### src/rtl/sayeh_controller.sv
// sayeh_controller: multi-cycle control unit for the SAYEH CPU.
// Sequences fetch / decode / execute / memory-wait / PC-increment and drives
// every datapath control strobe from the state, the IR contents, the flags
// and the memory ready handshake.
// Ports:
//   clk, ExternalReset (sync, active high)
//   Instruction[15:0]  IR contents; Cout, Zout flags; MemDataReady handshake
//   outputs: bus strobes, addressing-unit selects, ALU one-hot select,
//            register-file / WP / IR / SR loads, bus drivers, flag controls
module sayeh_controller (
    input  logic        clk,
    input  logic        ExternalReset,
    input  logic [15:0] Instruction,
    input  logic        Cout,
    input  logic        Zout,
    input  logic        MemDataReady,
    output logic        ReadMem, WriteMem, ReadIO, WriteIO,
    output logic        ResetPC, PCplusI, PCplus1, RplusI, Rplus0, EnablePC,
    output logic        Rs_on_AddressUnitRSide, Rd_on_AddressUnitRSide,
    output logic        B15to0, AandB, AorB, notB, shlB, shrB, AaddB, AsubB, AmulB, AcmpB,
    output logic        RFLwrite, RFHwrite,
    output logic        WPreset, WPadd, IRload, SRload,
    output logic        Address_on_Databus, ALU_on_Databus, IR_on_LOpndBus, IR_on_HOpndBus,
    output logic        RFright_on_OpndBus,
    output logic        Cset, Creset, Zset, Zreset, Shadow
);

    typedef enum logic [2:0] {
        S_RESET, S_FETCH, S_DECODE, S_EXEC, S_MEMWAIT, S_INCPC, S_HALT
    } state_t;

    state_t state;
    logic   shadow_q;   // executing the low (shadow) byte of a short pair

    // In the shadow byte the low 8 bits carry the opcode/sub fields.
    logic [3:0] op, sub;
    logic       is_load, is_store, is_mem, is_long, is_hlt, jump_taken, has_shadow;

    assign op         = shadow_q ? Instruction[7:4] : Instruction[15:12];
    assign sub        = shadow_q ? Instruction[3:0] : Instruction[11:8];
    assign is_load    = (op == 4'h2) || (op == 4'h4);
    assign is_store   = (op == 4'h3) || (op == 4'h5);
    assign is_mem     = is_load || is_store;
    // A 1111 nibble in the shadow byte has no meaning and executes as nop.
    assign is_long    = (op == 4'hF) && !shadow_q;
    assign is_hlt     = (op == 4'h0) && (sub == 4'h1);
    // Branches in the shadow byte are ignored.
    assign jump_taken = (!shadow_q && op == 4'h0 &&
                         (sub == 4'h7 || (sub == 4'h8 && Zout) || (sub == 4'h9 && Cout)))
                      || (is_long && sub[1:0] == 2'b11);
    assign has_shadow = !shadow_q && !is_long && (Instruction[7:0] != 8'h00);

    always_ff @(posedge clk) begin
        if (ExternalReset) begin
            state    <= S_RESET;
            shadow_q <= 1'b0;
        end else begin
            case (state)
                S_RESET:  state <= S_FETCH;
                S_FETCH:  if (MemDataReady) state <= S_DECODE;
                S_DECODE: begin
                    state    <= S_EXEC;
                    shadow_q <= 1'b0;
                end
                S_EXEC: begin
                    if (is_hlt)          state <= S_HALT;
                    else if (jump_taken) state <= S_FETCH;
                    else if (is_mem)     state <= S_MEMWAIT;
                    else if (has_shadow) begin
                        state    <= S_EXEC;
                        shadow_q <= 1'b1;
                    end else             state <= S_INCPC;
                end
                S_MEMWAIT: begin
                    if (MemDataReady) begin
                        if (has_shadow) begin
                            state    <= S_EXEC;
                            shadow_q <= 1'b1;
                        end else state <= S_INCPC;
                    end
                end
                S_INCPC:  state <= S_FETCH;
                S_HALT:   state <= S_HALT;
                default:  state <= S_RESET;
            endcase
        end
    end

    always_comb begin
        {ReadMem, WriteMem, ReadIO, WriteIO} = '0;
        {ResetPC, PCplusI, PCplus1, RplusI, Rplus0, EnablePC} = '0;
        {Rs_on_AddressUnitRSide, Rd_on_AddressUnitRSide} = '0;
        {B15to0, AandB, AorB, notB, shlB, shrB, AaddB, AsubB, AmulB, AcmpB} = '0;
        {RFLwrite, RFHwrite, WPreset, WPadd, IRload, SRload} = '0;
        {Address_on_Databus, ALU_on_Databus, IR_on_LOpndBus, IR_on_HOpndBus} = '0;
        RFright_on_OpndBus = 1'b0;
        {Cset, Creset, Zset, Zreset, Shadow} = '0;

        case (state)
            S_RESET: begin
                ResetPC  = 1'b1;
                EnablePC = 1'b1;
                WPreset  = 1'b1;
            end
            S_FETCH: begin
                ReadMem = 1'b1;
                IRload  = MemDataReady;
            end
            S_INCPC: begin
                PCplus1  = 1'b1;
                EnablePC = 1'b1;
            end
            S_EXEC, S_MEMWAIT: begin
                Shadow = shadow_q;
                if (is_mem) begin
                    // MEMWAIT repeats the EXEC address/strobe/data controls so
                    // the transfer stays stable until ready.
                    Rplus0 = 1'b1;
                    if (is_load) begin
                        Rs_on_AddressUnitRSide = 1'b1;
                        ReadMem  = (op == 4'h2);
                        ReadIO   = (op == 4'h4);
                        RFLwrite = (state == S_MEMWAIT) && MemDataReady;
                        RFHwrite = (state == S_MEMWAIT) && MemDataReady;
                    end else begin
                        Rd_on_AddressUnitRSide = 1'b1;
                        RFright_on_OpndBus     = 1'b1;
                        B15to0                 = 1'b1;
                        ALU_on_Databus         = 1'b1;
                        WriteMem = (op == 4'h3);
                        WriteIO  = (op == 4'h5);
                    end
                end else if (state == S_EXEC) begin
                    case (op)
                        4'h0: begin
                            case (sub)
                                4'h2: Zset    = 1'b1;
                                4'h3: Zreset  = 1'b1;
                                4'h4: Cset    = 1'b1;
                                4'h5: Creset  = 1'b1;
                                4'h6: WPreset = 1'b1;
                                4'hA: WPadd   = 1'b1;
                                default: ;
                            endcase
                            if (jump_taken) begin
                                PCplusI  = 1'b1;
                                EnablePC = 1'b1;
                            end
                        end
                        4'h1: begin
                            RFright_on_OpndBus = 1'b1;
                            B15to0             = 1'b1;
                            ALU_on_Databus     = 1'b1;
                            RFLwrite           = 1'b1;
                            RFHwrite           = 1'b1;
                        end
                        4'hE: begin
                            RFright_on_OpndBus = 1'b1;
                            AcmpB              = 1'b1;
                            SRload             = 1'b1;
                        end
                        4'hF: begin
                            if (!shadow_q) begin
                                case (sub[1:0])
                                    2'b00: begin
                                        IR_on_LOpndBus = 1'b1;
                                        B15to0         = 1'b1;
                                        ALU_on_Databus = 1'b1;
                                        RFLwrite       = 1'b1;
                                    end
                                    2'b01: begin
                                        IR_on_HOpndBus = 1'b1;
                                        B15to0         = 1'b1;
                                        ALU_on_Databus = 1'b1;
                                        RFHwrite       = 1'b1;
                                    end
                                    2'b10: begin
                                        // PC+I is computed on the address unit but
                                        // only routed to the RF; PC itself holds.
                                        PCplusI            = 1'b1;
                                        Address_on_Databus = 1'b1;
                                        RFLwrite           = 1'b1;
                                        RFHwrite           = 1'b1;
                                    end
                                    default: begin
                                        Rd_on_AddressUnitRSide = 1'b1;
                                        RplusI                 = 1'b1;
                                        EnablePC               = 1'b1;
                                    end
                                endcase
                            end
                        end
                        default: begin
                            // 0110..1101: two-operand ALU ops writing Rd and SR
                            RFright_on_OpndBus = 1'b1;
                            ALU_on_Databus     = 1'b1;
                            RFLwrite           = 1'b1;
                            RFHwrite           = 1'b1;
                            SRload             = 1'b1;
                            case (op)
                                4'h6:    AandB = 1'b1;
                                4'h7:    AorB  = 1'b1;
                                4'h8:    notB  = 1'b1;
                                4'h9:    shlB  = 1'b1;
                                4'hA:    shrB  = 1'b1;
                                4'hB:    AaddB = 1'b1;
                                4'hC:    AsubB = 1'b1;
                                default: AmulB = 1'b1;
                            endcase
                        end
                    endcase
                end
            end
            default: ;
        endcase
    end

endmodule

### config.mk
export PLATFORM = sky130hd
export DESIGN_NAME = sayeh_controller
export DESIGN_NICKNAME = d
export VERILOG_FILES = /design/src/rtl/sayeh_controller.sv
export SDC_FILE = /design/constraint.sdc
export NUM_CORES = 1
export LEC_CHECK = 0
export CAP_MARGIN = 20
export CORE_MARGIN = 5
export CORE_UTILIZATION = 44
export DETAILED_ROUTE_END_ITERATION = 8
export PLACE_DENSITY = 0.84
export SLEW_MARGIN = 30
export SYNTH_ARGS = -nofsm -noshare
export SYNTH_HDL_FRONTEND = slang
export SYNTH_SLANG_ARGS = --single-unit
### constraint.sdc
create_clock -name clk -period 5.1 [get_ports clk]
set_clock_uncertainty 0.15 [all_clocks]
set_input_delay 1.53 -clock clk [delete_from_list [all_inputs] [get_ports clk]]
set_output_delay 1.53 -clock clk [all_outputs]
set_load 0.005 [all_outputs]
==> flow_metrics.tcl <==
set metrics [dict create \
    clk_pin_slew_ns 0.04 \
    wl_um 5940 \
    place_congestion 0.978 \
    critical_path_arrival_ns 3.36 \
    fin_crit_ns 5.04 \
    cts_buffers 3 \
    endpoint_kind "primary output" \
    grt_usage_pct 32.0 \
    grt_overflow 0 \
    syn_avg_cell_area_um2 6.60 \
    async_reset_ff_share_pct 0 \
    antenna_left 0 \
    ios 59 \
    drt_iter0_drc 186 \
    synth.area.top_cells "nor2_1 9.3%, dfxtp_1 6.9%, nor3_1 6.0%, and2_1 4.8%, ha_1 4.3%" \
    critPathSlowestCell "clkdlybuf4s50_1" \
    grt_pass1_vias 1884 \
    vdd_drop_max_mv 0.190 \
    htree_levels 1 \
    vias 1944 \
    syn_area_um2 1170 \
    antenna_found_initial 0 \
    drc 0 \
    hpwlAfterDp_um 4030 \
    num_rows 18 \
    dr.pass1.iters 7 \
    fin_crit_sh_pct 98.8 \
    final_util_pct 86.9 \
    cp.required_ns 3.42 \
    synth_cell_types 50 \
    max_stage_delay_ns 0.50 \
    numPortBuffers 58 \
    clkSinkCount 4 \
    dieWidth_um 61.5 \
    dieArea_um2 3790 \
    worst_slack_ns 0.0600 \
    critical_path_class "in -> out" \
    cts_tree "done" \
    core-area_um2 2500 \
    fmax_mhz 198 \
    syn_inst 177 \
    tightest_slew_ns 0.459 \
    ys_seq_area_share_pct 6.85 \
    initial_utilization_pct 46.7 \
    multi_input_area_um2 1110 \
    die_y_um 61.5 \
    root_buffer "clkbuf_4" \
    synth_nets 202 \
    grt_max_degree 38 \
    slew_headroom_pct 69.4 \
    p_leak_uw 0.000949 \
    powerDensity_nw_per_um2 105 \
    fin_nets 301 \
    maxCapViolCount 0 \
    grt_pass1_wl_um 9100 \
    clock_path_buffers 2 \
    setup_viol 0 \
    maxSlewViolCount 0 \
    outcome "completed" \
    crit_family "buffers and inverters" \
    synth_edf_count 0 \
    synth_seq_cells 4 \
    fillerInstances 140 \
    hold_viol_final 0 \
    synth.most_common_cell "nor2_1" \
    synth_top_area_share_pct 9.31 \
    synth_common_cells "29 x nor2_1, 14 x nor3_1, 12 x nand2_1, 9 x a21oi_1, 9 x and2_1" \
    clkLatencyLatePin_ns 0.25 \
    critPathLaunchType "input port" \
    yosys_most_used_dff "dfxtp_1" \
    via_per_inst 6.39 \
    ys_warn_count 0 \
    cp.buffers_inverters 2 \
    path_max_fanout 2 \
    syn_to_final_growth_pct 85.9 \
    dp_slack_ns -0.380 \
    antenna_cells 0 \
    wl_per_cell_um 19.5 \
    drive_above_1_share_pct 29.6 \
    tns_ns 0 \
    min_path_type "reg -> reg" \
    seqCellArea_um2 80.1 \
    yosys.area.top_type "nor2_1" \
    path_cells "clkdlybuf4s50_1 > or3b_4 > a21oi_2 > o211ai_2 > a221o_1 > nand2_1 > clkdlybuf4s15_2" \
]
through the flow:
stage	cells	hold WS [ns]	cell area [um^2]	total power [uW]
after CTS	301	0.553	2120	213
after global routing	304	0.619	2170	239
after detailed placement	295	0.532	2030	168
final	304	0.582	2170	228
after floorplan	177	0.482	1170	97.4
after global placement	295	0.521	2030	163
power by group:
part           internal, uW  leakage, uW  switching, uW
Combinational          73.5     0.000903           73.0
Sequential             33.2    0.0000328           5.23
Clock                  26.6    0.0000138           16.7
cells by family (layout without fill, tap and decap cells):
| family | count (synthesis) | count (layout) | share of synthesized area [%] |
|---|---|---|---|
| flops | 4 | 4 | 6.85 |
| xor+xnor | 2 | 2 | 1.50 |
| compound gates | 46 | 46 | 30.0 |
| buf+inv | 16 | 113 | 6.85 |
| mux | 6 | 6 | 6.21 |
| simple gates | 99 | 99 | 44.3 |
| fa+ha+maj | 4 | 4 | 4.28 |
placed cells by master (no fill, tap or decap), types with 2 or more instances in the layout:
cell type | synthesis | routed
a211oi_1 | 2 | 2
a21o_1 | 4 | 4
a21oi_1 | 9 | 9
a221o_1 | 2 | 2
a31o_2 | 2 | 2
a31oi_1 | 2 | 2
a32o_1 | 2 | 2
and2_1 | 9 | 8
and3_1 | 4 | 4
and3b_1 | 3 | 3
buf_4 | 2 | 46
clkbuf_2 | 0 | 7
clkbuf_4 | 0 | 3
clkdlybuf4s50_1 | 0 | 40
dfxtp_1 | 4 | 4
dlygate4sd2_1 | 0 | 5
dlymetal6s2s_1 | 0 | 4
ha_2 | 0 | 4
inv_1 | 6 | 6
mux2i_1 | 5 | 3
mux2i_4 | 1 | 2
nand2_1 | 12 | 12
nand2b_1 | 6 | 6
nand3_1 | 8 | 8
nand3b_1 | 2 | 2
nor2_1 | 29 | 29
nor2b_1 | 2 | 2
nor3_1 | 14 | 13
nor4_4 | 0 | 2
o21a_1 | 3 | 3
o21ai_0 | 7 | 5
o21ai_1 | 0 | 2
or3_1 | 2 | 2
xor2_2 | 0 | 2
worst paths after layout:
check / start / to / slack (ns) / cells after the start
setup / recovery: Instruction[11] / EnablePC / 0.06 / 7
hold / removal: state[1]$_SDFFE_PP0P_ / state[1]$_SDFFE_PP0P_ / 0.58 / 2
setup reg to reg: shadow_q$_SDFFE_PP0P_ / state[2]$_SDFFE_PP0P_ / 2.46 / 8
hold reg to reg: state[1]$_SDFFE_PP0P_ / state[1]$_SDFFE_PP0P_ / 0.58 / 2
sequential cells by signal, summed over array words and instances, names as in the netlist:
name,count
state,3
shadow_q,1
tightest hold or removal path, cell delays in order, from the launching register on:
cell and delay [ns]:
dfxtp_1 0.44, a21oi_1 0.18, a211oi_1 0.06
final cells by class:
type / instances / area share, %
flip-flops and latches: 4 / 3.69
repair buffers: 104 / 41.2
clock buffers: 3 / 1.04
inverters: 6 / 1.04
multi-input cells: 157 / 51.3
well taps: 30 / 1.73
metal layers:
metal	global-route usage (%)	wire length, um
met5	0	0
met4	9.09	303
met3	5.45	621
met2	58.7	2910
met1	37.7	2110
timing repair:
item / CTS / global route
setup endpoints to repair: 29 / 21
gates cloned: 0 / 0
resized for setup: 32 / 25
pin swaps: 4 / 8
setup buffers: 3 / 3
hold buffers: 0 / 0
No activity file was read; power rests on OpenSTA's default activity.
